<file path="src/rtl/rr_arb_pkg.sv">
// -----------------------------------------------------------------------------
// rr_arb_pkg
// Shared definitions for the round-robin grant consumer and its helpers:
//   - NUM_CLIENTS / IDX_W     : client count and owner index width
//   - state_e                 : consumer FSM encoding (IDLE / XFER / RELEASE)
//   - GNT_* constants         : one-hot grant patterns as the arbiter drives them
//   - is_onehot4()            : exactly-one-bit-set check for a 4-bit grant
//   - idx_to_onehot()         : 2-bit owner index back to its one-hot request
// -----------------------------------------------------------------------------
package rr_arb_pkg;

    localparam int NUM_CLIENTS = 4;
    localparam int IDX_W       = 2;

    typedef enum logic [1:0] {
        ST_IDLE    = 2'd0,
        ST_XFER    = 2'd1,
        ST_RELEASE = 2'd2
    } state_e;

    localparam logic [NUM_CLIENTS-1:0] GNT_NONE = 4'b0000;
    localparam logic [NUM_CLIENTS-1:0] GNT_C0   = 4'b0001;
    localparam logic [NUM_CLIENTS-1:0] GNT_C1   = 4'b0010;
    localparam logic [NUM_CLIENTS-1:0] GNT_C2   = 4'b0100;
    localparam logic [NUM_CLIENTS-1:0] GNT_C3   = 4'b1000;

    // A vector is one-hot when it is nonzero and clearing its lowest set bit
    // leaves nothing behind.
    function automatic logic is_onehot4(input logic [NUM_CLIENTS-1:0] v);
        return (v != GNT_NONE) && ((v & (v - 4'd1)) == GNT_NONE);
    endfunction

    function automatic logic [NUM_CLIENTS-1:0] idx_to_onehot(input logic [IDX_W-1:0] idx);
        logic [NUM_CLIENTS-1:0] oh;
        case (idx)
            2'd0:    oh = GNT_C0;
            2'd1:    oh = GNT_C1;
            2'd2:    oh = GNT_C2;
            2'd3:    oh = GNT_C3;
            default: oh = GNT_NONE;
        endcase
        return oh;
    endfunction

endpackage

</file>
<file path="src/rtl/rr_onehot_enc.sv">
// -----------------------------------------------------------------------------
// rr_onehot_enc
// Converts a 4-bit one-hot grant into a 2-bit client index.
// Ports:
//   onehot  in  4  grant vector from the arbiter
//   idx     out 2  index of the set bit (0 when the input is not one-hot)
//   valid   out 1  high when exactly one bit of onehot is set
// -----------------------------------------------------------------------------
module rr_onehot_enc
    import rr_arb_pkg::*;
(
    input  logic [NUM_CLIENTS-1:0] onehot,
    output logic [IDX_W-1:0]       idx,
    output logic                   valid
);

    // Index encoding; anything that is not a clean one-hot pattern maps to 0
    // and is flagged through valid instead.
    always_comb begin
        idx   = 2'd0;
        valid = is_onehot4(onehot);
        case (onehot)
            GNT_C0:  idx = 2'd0;
            GNT_C1:  idx = 2'd1;
            GNT_C2:  idx = 2'd2;
            GNT_C3:  idx = 2'd3;
            default: idx = 2'd0;
        endcase
    end

endmodule

</file>
<file path="src/rtl/rr_grant_consumer.sv">
// -----------------------------------------------------------------------------
// rr_grant_consumer
// Request-side companion to a 4-way round-robin arbiter. Collects per-client
// valid/data bursts, requests the shared channel, consumes the one-hot grant,
// owns the channel for one whole burst and then releases it for one cycle so
// the arbiter can rotate to the next pending client.
//
// Parameters:
//   DATA_W     payload width
//   MAX_BEATS  burst cap; m_last is forced on beat MAX_BEATS
//   TIMEOUT    consecutive owner-idle cycles before a forced release
//              (only with RR_GRANT_TIMEOUT_EN)
// Ports:
//   clk, rst              clock, synchronous active-high reset
//   cli_valid/data/last   per-client beat inputs (client i at bit i / slice i)
//   cli_ready             per-client acceptance (only the owner's bit can rise)
//   arb_req, arb_grant    arbiter request vector / one-hot grant
//   m_valid/data/last     shared channel, m_ready from the sink
//   m_owner               index of the current (or last) owner
//   busy                  high in XFER and RELEASE
//   proto_err             1-cycle pulse, the cycle after an illegal grant
//   timeout_err           1-cycle pulse on a stall-timeout release
//                         (port exists only with RR_GRANT_TIMEOUT_EN)
//
// Build option: define RR_GRANT_TIMEOUT_EN to add the stall counter and
// timeout_err. Without it the channel waits indefinitely on a silent owner.
//
// All outputs are forced to 0 while rst is high so the arbiter never sees a
// stale request from an aborted burst.
// -----------------------------------------------------------------------------
module rr_grant_consumer
    import rr_arb_pkg::*;
#(
    parameter int DATA_W    = 32,
    parameter int MAX_BEATS = 16,
    parameter int TIMEOUT   = 64
) (
    input  logic                          clk,
    input  logic                          rst,
    input  logic [NUM_CLIENTS-1:0]        cli_valid,
    input  logic [NUM_CLIENTS*DATA_W-1:0] cli_data,
    input  logic [NUM_CLIENTS-1:0]        cli_last,
    output logic [NUM_CLIENTS-1:0]        cli_ready,
    output logic [NUM_CLIENTS-1:0]        arb_req,
    input  logic [NUM_CLIENTS-1:0]        arb_grant,
    output logic                          m_valid,
    output logic [DATA_W-1:0]             m_data,
    output logic                          m_last,
    input  logic                          m_ready,
    output logic [IDX_W-1:0]              m_owner,
    output logic                          busy,
`ifdef RR_GRANT_TIMEOUT_EN
    output logic                          timeout_err,
`endif
    output logic                          proto_err
);

    localparam int BEAT_W = (MAX_BEATS > 1) ? $clog2(MAX_BEATS) : 1;

    state_e                 state_q, state_d;
    logic [IDX_W-1:0]       owner_q, owner_d;
    logic [BEAT_W-1:0]      beat_q, beat_d;
    logic                   proto_err_q, proto_err_d;

`ifdef RR_GRANT_TIMEOUT_EN
    localparam int STALL_W = $clog2(TIMEOUT + 1);
    logic [STALL_W-1:0]     stall_q, stall_d;
    logic                   timeout_err_q, timeout_err_d;
`endif

    logic [IDX_W-1:0]       gnt_idx_s;
    logic                   gnt_onehot_s;
    logic                   grant_legal_s;
    logic [NUM_CLIENTS-1:0] owner_oh_s;
    logic                   owner_valid_s;
    logic                   owner_last_s;
    logic                   xfer_fire_s;

    rr_onehot_enc u_gnt_enc (
        .onehot (arb_grant),
        .idx    (gnt_idx_s),
        .valid  (gnt_onehot_s)
    );

    // Decode of the grant and of the current owner's beat; the cap forces
    // m_last on the final permitted beat so beat never needs to wrap.
    always_comb begin
        grant_legal_s = gnt_onehot_s && ((arb_grant & cli_valid) != GNT_NONE);
        owner_oh_s    = idx_to_onehot(owner_q);
        owner_valid_s = cli_valid[owner_q];
        owner_last_s  = cli_last[owner_q] || (beat_q == BEAT_W'(MAX_BEATS - 1));
        xfer_fire_s   = (state_q == ST_XFER) && owner_valid_s && m_ready;
    end

    // Next-state logic for the ownership FSM, beat counter and error pulses.
    always_comb begin
        state_d     = state_q;
        owner_d     = owner_q;
        beat_d      = beat_q;
        proto_err_d = 1'b0;
`ifdef RR_GRANT_TIMEOUT_EN
        stall_d       = '0;
        timeout_err_d = 1'b0;
`endif
        case (state_q)
            ST_IDLE: begin
                beat_d = '0;
                if (arb_grant == GNT_NONE) begin
                    state_d = ST_IDLE;
                end else if (grant_legal_s) begin
                    owner_d = gnt_idx_s;
                    state_d = ST_XFER;
                end else begin
                    // Multi-hot grant or grant to a silent client: stay put.
                    proto_err_d = 1'b1;
                end
            end
            ST_XFER: begin
                if (xfer_fire_s) begin
                    if (owner_last_s) begin
                        state_d = ST_RELEASE;
                        beat_d  = '0;
                    end else begin
                        beat_d  = beat_q + BEAT_W'(1);
                    end
                end else begin
                    // Stall: either the sink is busy or the owner has no beat.
                    beat_d = beat_q;
                end
`ifdef RR_GRANT_TIMEOUT_EN
                // Only a silent owner counts towards the timeout; a busy sink
                // is normal backpressure.
                if (owner_valid_s) begin
                    stall_d = '0;
                end else if (stall_q == STALL_W'(TIMEOUT - 1)) begin
                    stall_d       = '0;
                    state_d       = ST_RELEASE;
                    beat_d        = '0;
                    timeout_err_d = 1'b1;
                end else begin
                    stall_d = stall_q + STALL_W'(1);
                end
`endif
            end
            ST_RELEASE: begin
                beat_d  = '0;
                state_d = ST_IDLE;
            end
            default: begin
                state_d = ST_IDLE;
                owner_d = '0;
                beat_d  = '0;
            end
        endcase
    end

    // State register with synchronous reset.
    always_ff @(posedge clk) begin
        if (rst) begin
            state_q     <= ST_IDLE;
            owner_q     <= '0;
            beat_q      <= '0;
            proto_err_q <= 1'b0;
`ifdef RR_GRANT_TIMEOUT_EN
            stall_q       <= '0;
            timeout_err_q <= 1'b0;
`endif
        end else begin
            state_q     <= state_d;
            owner_q     <= owner_d;
            beat_q      <= beat_d;
            proto_err_q <= proto_err_d;
`ifdef RR_GRANT_TIMEOUT_EN
            stall_q       <= stall_d;
            timeout_err_q <= timeout_err_d;
`endif
        end
    end

    // Output decode from the registered state; everything is held at 0 while
    // rst is asserted.
    always_comb begin
        arb_req   = GNT_NONE;
        cli_ready = GNT_NONE;
        m_valid   = 1'b0;
        m_data    = '0;
        m_last    = 1'b0;
        m_owner   = '0;
        busy      = 1'b0;
        proto_err = 1'b0;
`ifdef RR_GRANT_TIMEOUT_EN
        timeout_err = 1'b0;
`endif
        if (rst) begin
            arb_req = GNT_NONE;
        end else begin
            m_owner   = owner_q;
            proto_err = proto_err_q;
`ifdef RR_GRANT_TIMEOUT_EN
            timeout_err = timeout_err_q;
`endif
            case (state_q)
                ST_IDLE: begin
                    arb_req = cli_valid;
                end
                ST_XFER: begin
                    // Requesting only the owner keeps the arbiter's grant stable.
                    arb_req   = owner_oh_s;
                    busy      = 1'b1;
                    m_valid   = owner_valid_s;
                    m_data    = cli_data[owner_q*DATA_W +: DATA_W];
                    m_last    = owner_last_s;
                    cli_ready = owner_oh_s & {NUM_CLIENTS{m_ready}};
                end
                ST_RELEASE: begin
                    // Dropping the old owner lets the arbiter rotate.
                    arb_req = cli_valid & ~owner_oh_s;
                    busy    = 1'b1;
                end
                default: begin
                    arb_req = GNT_NONE;
                end
            endcase
        end
    end

endmodule
</file>
<file path="config.mk">
export PLATFORM = sky130hd
export DESIGN_NAME = rr_grant_consumer
export DESIGN_NICKNAME = d
export VERILOG_FILES = /design/src/rtl/rr_arb_pkg.sv /design/src/rtl/rr_onehot_enc.sv /design/src/rtl/rr_grant_consumer.sv
export SDC_FILE = /design/constraint.sdc
export NUM_CORES = 1
export LEC_CHECK = 0
export CAP_MARGIN = 10
export CORE_MARGIN = 1
export CORE_UTILIZATION = 35
export CTS_BUF_LIST = sky130_fd_sc_hd__clkbuf_8
export DETAILED_ROUTE_END_ITERATION = 8
export DONT_BUFFER_PORTS = 1
export SLEW_MARGIN = 20
export SYNTH_ARGS = -nofsm -noshare
export SYNTH_HDL_FRONTEND = slang
export SYNTH_SLANG_ARGS = --single-unit
</file>
<file path="constraint.sdc">
create_clock -name clk -period 1.7 [get_ports clk]
set_input_delay 0.255 -clock clk [delete_from_list [all_inputs] [get_ports clk]]
set_output_delay 0.255 -clock clk [all_outputs]
set_load 0.02 [all_outputs]
</file>
# == Word level (Yosys, flattened, before mapping) ==
# Cells that the tools add are included.
# Widths: inputs -> output; s select.
# word_totals
input_bits,143
regBits,9
elab_cells,76
# op_classes
n_addsub,2
bitwise_logic,8
eq_ne,14
mux,30
n_shift,1
magnitude_cmp,1
reduce_logical,16
# op_table
cell,n
$shiftx 128x8->32,1
$mux 32,2
$and 4x4->4,4
$mux 4,4
$pmux 4 s4,1
$mux 2,7
$pmux 4 s3,1
$mux 1,10
$eq 4x4->1 const B,2
$logic_not 4->1,2
$ne 2x2->1 const B,4
$pmux 2 s2,2
$reduce_bool 4->1,2
$eq 2x2->1 const B,3
$pmux 2 s3,1
$reduce_and 3->1,2
$add 4x1->4 const B,1
$bmux 1 s2,2
$eq 2x1->1 const B,2
$eq 4x2->1 const B,1
$eq 4x3->1 const B,1
$logic_and 1x1->1,4
$logic_not 2->1,2
$not 4->4,1
other kinds (7),10

# == Depth between registers and ports, before layout ==
# Gate-level depths: netlist (run 1).
# logic_depth
depth_word,8
depth_mapped,7

# == Hierarchy ==
# Synthesis (run 1) repeated with hierarchy kept, for this count alone.
# hier_totals
cells_unflattened,174
area_unflattened_um2,1754.2
# modules_own_cells
module,area_each_um2,cells_each,n_inst,seq_area_each_um2
rr_grant_consumer,1702.9,167,1,180.2
rr_onehot_enc,51.3,7,1,0.0

# == Worst setup path after synthesis (run 1) ==
# Ideal clock, no wire load.
# synth_path
kind,reg2out
start,register owner_q[0]
end,output port arb_req[2]
stages_incl_launch_ff,8
n_path_buf,2
required_time_ns,1.445
slack_ns,-0.277
arrival_time_ns,1.722
cell_sequence,dfxtp_1 buf_2 buf_2 inv_1 nand2_1 a21o_1 a2bb2oi_1 nor3_1
# synth_via
elab_chain_len,6
elab_cells_between_ends,9
classes_between,eq/ne (3); mux (3); bitwise (2); reduce/logical (1)
# synth_lines
item,line,source
start: declaration,rr_grant_consumer.sv:61,"logic [IDX_W-1:0] owner_q, owner_d;"
start signal: assignment,rr_grant_consumer.sv:170,owner_q <= owner_d;
"$eq 2x2->1, or another cell as far along",rr_arb_pkg.sv:35,case (idx)
$pmux 4 s4 *,rr_arb_pkg.sv:35,
$not 4->4,rr_grant_consumer.sv:217,arb_req = cli_valid & ~owner_oh_s;
$and 4x4->4,rr_grant_consumer.sv:217,
$pmux 4 s3 *,rr_grant_consumer.sv:202,case (state_q)
$mux 4 *,rr_grant_consumer.sv:194,if (rst) begin
end: declaration,rr_grant_consumer.sv:44,"output logic [NUM_CLIENTS-1:0] arb_req,"
# Every way passes the cells marked *; elsewhere a longest branch is shown, timed or not.

# == Worst setup path after layout (run 1) ==
# layout_path
start,register owner_q[0]
end,output port m_data[30]
# layout_via
elab_chain_len,3
# layout_lines
item,line,source
$shiftx 128x8->32,rr_grant_consumer.sv:211,m_data = cli_data[owner_q*DATA_W +: DATA_W];
$mux 32,rr_grant_consumer.sv:202,
$mux 32,rr_grant_consumer.sv:194,
end: declaration,rr_grant_consumer.sv:47,"output logic [DATA_W-1:0] m_data,"
# No other way between the ends.

==> reports/metrics.yaml, run 1 <==
cells_and_area:
  diodes: 0
  areaGrowthSynthToFinish_pct: 45.9
  multi_input_area_um2: 1650
  stdcell_area_um2: 2550
  layout-drive-gt1-share_pct: 62.3
  instances_no_fill: 287
  num-fill-cells: 432
  fin_nets: 369
  seq_area_um2: 188
  final_core_util_pct: 53.7
clock_tree:
  cts_buffers: 3
  cts-root-buf: "clkbuf_8"
  cts_buffer_depth: 2
  cts_tree: "yes"
  cts.sinks: 9
  cts_hold_buf: 0
  htree_num_levels: 1
  clkLatencyLatePin_ns: 0.24
  path_clk_slew_ns: 0.05
synthesis:
  ys_ff_latch: 9
  avgSynthCellArea_um2: 10.2
  yosys_warnings: 0
  synth_cell_types: 36
  syn_area_um2: 1750
  syn_nets: 320
  synthCells: 172
  seq_area_frac_synth_pct: 10.3
setup_path:
  critPathMaxFanout: 15
  timing.rr.end: "state_q[0]$_SDFFE_PP0P_"
  critical_path_class: "reg2out"
  critPathLaunch: "owner_q[0]$_SDFFE_PP0P_"
  path_cells: "buf_12 -> mux4_2 -> nor2b_1 -> buf_4"
  reg2reg_setup_slack_ns: -0.13
  r2r_cells: 7
  rr_startpoint: "owner_q[0]$_SDFFE_PP0P_"
  cp-start-kind: "flip-flop"
  max_stage_delay_ns: 0.52
  critical-path-slowest-cell: "mux4_2"
  crit_arrival_ns: 1.68
  cp.required_ns: 1.44
  cp-end-kind: "output pin"
  endpoint: "m_data[30]"
timing:
  setup_viol: 42
  skew_ns: 0.000915
  hold_slack_ns: 0.0745
  timing.setup.tns_ns: -7.58
  setup_slack_ns: -0.239
  max_slew.worst_pin.slew_ns: 0.444
  hold_viol: 0
  max_freq_mhz: 516
  final.min_clock_period_ns: 1.94
  drv_slew: 0
  maxSlewHeadroom_pct: 70.0
  min_period_over_period_pct: 114
  grt_setup_unrepaired: "true"
drt:
  via_per_inst: 6.08
  drc_errors: 0
  finalWirelength_um: 7460
  dr_total_vias: 1746
  detail_route.first_pass.iterations: 4
  wl_per_cell_um: 26.0
  drt-initial-drc-count: 102
  ant_nets: 0
floorplan:
  io_pins: 189
  die_h_um: 72.7
  initial_core_util_pct: 36.8
  die_x_um: 72.7
  die_area_um2: 5290
  placeableCoreArea_um2: 4750
  core.rowCount: 25
global_route:
  antenna_found_initial: 0
  grt_pass1_wl_um: 10100
  grt_max_degree: 21
  overflow: 0
  grt_pass1_vias: 1819
  grt_use_total_pct: 26.6
placement:
  gp_congestion: 0.879
  dpl.cell_count: 275
  portBuffers: 0
  dp_hpwl_um: 6050
  post-place-ws_ns: -0.0421
  placed_area_um2: 2190
pwr:
  power_mw: 2.51
  max-vdd-ir-drop_mv: 0.851
  power_leakage_nw: 0.894
  cellPowerDensity_nw_per_um2: 983
run:
  maxCapViolCount: 0
outcome:
  violations: "setup timing"
  status: "complete, but fails checks"
min_path:
  min_path_type: "in2reg"
==> cell usage in the layout (no fill, tap or decap), types with 3 or more instances in the layout <==
cell       netlist  layout
a21o_1           3       3
a2bb2oi_2        0       3
buf_12           0       3
buf_4            2      47
buf_6            0       7
clkbuf_8         0       3
dfxtp_1          9       5
dfxtp_2          0       3
ha_4             0       3
inv_2            0       4
mux4_2          34      34
nand2_1         10       8
nand2b_1         3       3
nor2_1           9       6
nor2b_1         35      32
nor3_1           9       4
nor3_2           0       3
==> Yosys cell counts <==
cell type	n	area share, %
a22oi_1	2	0.86
buf_4	2	0.86
inv_1	6	1.3
a221oi_2	2	1.7
a21oi_1	4	1.1
nor2_1	9	1.9
nor3b_1	1	0.43
o41a_1	1	0.64
a21bo_1	1	0.57
nand4_1	1	0.36
nand2b_1	3	1.1
buf_2	3	0.86
mux4_2	34	44
and3_1	1	0.36
ha_1	5	3.6
xor2_1	2	1.0
nor4b_1	1	0.50
nand2_1	10	2.1
a31oi_1	1	0.36
nand3b_1	1	0.43
o21ai_2	1	0.50
nor3_1	9	2.6
clkbuf_1	9	1.9
mux2_2	2	1.3
a32oi_1	1	0.50
nand3_1	1	0.29
a21o_1	3	1.3
buf_1	2	0.43
nor2b_1	35	13
o41ai_1	1	0.50
xnor2_1	2	1.0
a2bb2oi_1	3	1.5
o311ai_1	1	0.50
dfxtp_1	9	10
o21ai_0	2	0.57
nand3_2	1	0.57
==> report_power, final <==
part | switching (mW) | internal [mW]
Clock | 0.0958 | 0.158
Sequential | 0.0507 | 0.256
Combinational | 0.983 | 0.968
==> kinds of logic after synthesis <==
group,synth area share (%)
adders and majority gates,3.57
buffers and inverters,5.36
xor gates and xnor gates,2.00
muxes,45.0
AOI/OAI and AO/OA,10.6
DFF,10.3
and+or+nand+nor,23.1
==> area by class of cell <==
cell class | instances | area share, %
multi-input combinational | 141 | 64.6
timing repair buffer | 60 | 22.0
inverter | 6 | 0.979
clock inverter | 1 | 0.147
clock buffer | 3 | 1.62
tap | 67 | 3.28
sequential | 9 | 7.35
==> registers in the layout, summed over array words and instances, names as in the netlist <==
name         cells
beat_q           4
proto_err_q      1
owner_q          2
state_q          2
==> timing repair <==
| item | in CTS | in global routing |
|---|---|---|
| buffers inserted | 3 | 3 |
| pin swaps | 6 | 5 |
| cloned | 2 | 0 |
| resized for setup | 23 | 30 |
| endpoints found under the setup margin | 45 | 46 |
==> per-layer routing <==
metal	share of wire [%]	track usage, %	wire (um)
met2	58	54.8	4300
met5	0	0	0
met4	2.3	8.50	170
met3	7.9	4.28	588
met1	32	26.6	2400
==> how the worst min path moves through the flow <==
stage,start,endpoint,slack (ns),cells past startpoint
final,rst,state_q[1]$_SDFFE_PP0P_,0.07,1
after CTS,rst,state_q[1]$_SDFFE_PP0P_,0.07,1
after floorplan,beat_q[1]$_SDFFE_PP0P_,beat_q[1]$_SDFFE_PP0P_,0.45,2
after global routing,rst,state_q[1]$_SDFFE_PP0P_,0.07,1
after detailed placement,rst,state_q[1]$_SDFFE_PP0P_,0.33,1
after global placement,rst,state_q[0]$_SDFFE_PP0P_,0.32,1
==> critical path: cells and delay by family (launching register included) <==
kind	cells	cell delay (ns)
buffers and inverters	2	0.35
multiplexers	1	0.52
AND/OR/NAND/NOR	1	0.16
flip-flops	1	0.41
(Power assumes the default switching activity.)
==> run 2, diff against run 1 <==
--- a/config.mk
+++ b/config.mk
@@ -6,10 +6,10 @@
 export NUM_CORES = 1
 export LEC_CHECK = 0
 export CAP_MARGIN = 10
-export CORE_MARGIN = 1
-export CORE_UTILIZATION = 35
+export CORE_AREA = 2 2 73 75
 export CTS_BUF_LIST = sky130_fd_sc_hd__clkbuf_8
 export DETAILED_ROUTE_END_ITERATION = 8
+export DIE_AREA = 0 0 75 77
 export DONT_BUFFER_PORTS = 1
 export SLEW_MARGIN = 20
 export SYNTH_ARGS = -nofsm -noshare
==> run 2 against run 1 <==
Net effect:
- the flow still finishes with violations (setup timing)
- clock-buffer cell count unchanged
- power decreased by 5.1%
- combinational power fell by 7%
- sequential power rose by 2%
- register-to-register slack worse by 0.02 ns
- core utilization fell by 4.6 points
==> reports/metrics.yaml, run 2 (synthesized netlist as in run 1, its figures left out) <==
timing:
  skew_ns: 0.00598  # +0.00506 ns
  setup_viol: 40  # -4.8%
  grt_setup_unrepaired: "true"
  maxSlewHeadroom_pct: 66.7  # -3.3 points
  max_freq_mhz: 517  # +0.21%
  final.min_clock_period_ns: 1.93  # -0.00413 ns
  hold_viol: 0  # unchanged
  setup_slack_ns: -0.235  # +0.00413 ns
  drv_slew: 0  # unchanged
  max_slew.worst_pin.slew_ns: 0.493  # +0.0482 ns
  min_period_over_period_pct: 114  # -0.24 points
  timing.setup.tns_ns: -7.07  # +0.506 ns
floorplan:
  io_pins: 189  # unchanged
  die_h_um: 77  # +5.8%
  die_x_um: 75  # +3.1%
  initial_core_util_pct: 35.2  # -1.6 points
  placeableCoreArea_um2: 4980  # +4.7%
  die_area_um2: 5780  # +9.1%
  core.rowCount: 26  # +4.0%
drt:
  finalWirelength_um: 7000  # -6.2%
  drc_errors: 0  # unchanged
  dr_total_vias: 1701  # -2.6%
  detail_route.first_pass.iterations: 4  # unchanged
  via_per_inst: 5.95  # -2.2%
  ant_nets: 0  # unchanged
  drt-initial-drc-count: 44  # -57%
  wl_per_cell_um: 24.5  # -5.9%
setup_path:
  path_cells: "buf_12 -> buf_16 -> mux4_2 -> nor2b_1 -> buf_4"
  max_stage_delay_ns: 0.49  # -0.03 ns
  cp-start-kind: "flip-flop"
  critPathMaxFanout: 5  # -10
  cp.buffers_inverters: 3  # +1
  critical_path_class: "reg2out"
  cp.required_ns: 1.44  # about the same
  cp-end-kind: "output pin"
  critical-path-top-delay-family: "multiplexers"
  critical-path-slowest-cell: "mux4_2"
  crit_arrival_ns: 1.68  # about the same
cells_and_area:
  diodes: 0  # unchanged
  reg_top3: "beat_q x4, owner_q x2, state_q x2"
  areaGrowthSynthToFinish_pct: 39.6
  largest_register_ff_count: 4  # unchanged
  num-fill-cells: 488  # +13%
  multi_input_area_um2: 1560  # -5.3%
  mostFrequentLayoutCells: "47 x buf_4, 34 x mux4_2, 33 x nor2b_1"
  seq_area_um2: 190  # +1.3%
  regMostFlops: "beat_q"
  fin_nets: 365  # -1.1%
  layout-drive-gt1-share_pct: 55.1  # -7.2 points
  instances_no_fill: 286  # -0.35%
  final_common_cell: "buf_4"
  stdcell_area_um2: 2450  # -4.3%
global_route:
  grt_pass1_vias: 1766  # -2.9%
  overflow: 0  # unchanged
  grt_use_total_pct: 23.5  # -3.1 points
  grt_max_degree: 37  # +76%
  antenna_found_initial: 6  # +6
  grt_pass1_wl_um: 9960  # -1.7%
pwr:
  cellPowerDensity_nw_per_um2: 975  # -0.83%
  power_leakage_nw: 0.859  # -4.0%
  power_mw: 2.38  # -5.1%
  max-vdd-ir-drop_mv: 0.715  # -16%
outcome:
  status: "complete, but fails checks"
  violations: "setup timing"
clock_tree:
  clkLatencyLatePin_ns: 0.24  # about the same
  path_clk_slew_ns: 0.05  # about the same
  cts-root-buf: "clkbuf_8"
  htree_num_levels: 1  # unchanged
  cts_tree: "yes"
  cts.sinks: 9  # unchanged
  cts_buffers: 3  # unchanged
  cts_buffer_depth: 2  # unchanged
  cts_hold_buf: 0  # unchanged
placement:
  dp_hpwl_um: 5730  # -5.3%
  gp_congestion: 0.980  # +12%
  placed_area_um2: 2200  # +0.29%
  portBuffers: 0  # unchanged
  dpl.cell_count: 275  # unchanged
min_path:
  min_path_type: "in2reg"
run:
  maxCapViolCount: 0  # unchanged
## run 2: power by group
part | switching, mW | internal, mW
clock | 0.0967 | 0.161
combinational | 0.893 | 0.920
sequential | 0.0577 | 0.256
total | 1.05 | 1.34
## run 2: final timing paths
| kind | depth (start not counted) | endpoint | slack, ns | from |
|---|---|---|---|---|
| min reg2reg | 2 | beat_q[1]$_SDFFE_PP0P_ | 0.48 | beat_q[1]$_SDFFE_PP0P_ |
| min | 1 | beat_q[3]$_SDFFE_PP0P_ | 0.08 | rst |
| max | 5 | m_data[4] | -0.23 | owner_q[0]$_SDFFE_PP0P_ |
| max reg2reg | 7 | state_q[0]$_SDFFE_PP0P_ | -0.15 | owner_q[0]$_SDFFE_PP0P_ |
## run 2: layout make-up
cell class,count,share of cell area [%]
Clock buffer,3,1.69
Clock inverter,1,0.205
Inverter,6,1.13
Multi-Input combinational cell,141,63.9
Sequential cell,9,7.77
Tap cell,70,3.58
Timing Repair Buffer,56,21.7
## run 2: what timing repair did
action,CTS,global route
gates cloned,2,0
gates resized for setup,18,10
pin swaps,2,1
setup buffers,5,0
endpoints found under the setup margin,42,43
## run 2: metrics by stage
stage	utilization [%]	worst slack, ns	hold slack (ns)
after floorplan	-	-0.0201	0.449
after global placement	44.2	-0.0471	0.324
after detailed placement	44.2	-0.0641	0.325
after CTS	48.3	-0.238	0.0698
after global routing	49.1	-0.275	0.0679
final	49.1	-0.235	0.0772
## run 2: metal layers
metal / GRT usage, % / up-vias / share of wire, %
li1: - / 751 / -
met1: 27.4 / 799 / 36
met2: 38.1 / 116 / 48
met3: 11.7 / 23 / 13
met4: 5.71 / 12 / 1.9
met5: 0 / - / 1.0
## run 2: worst register-to-register path: stages, from the launching register on
cell and delay [ns]:
dfxtp_4 0.40, buf_4 0.13, mux4_2 0.49, a31oi_1 0.15
buf_4 0.16, o21ai_2 0.08, a21bo_1 0.23, a221oi_2 0.07
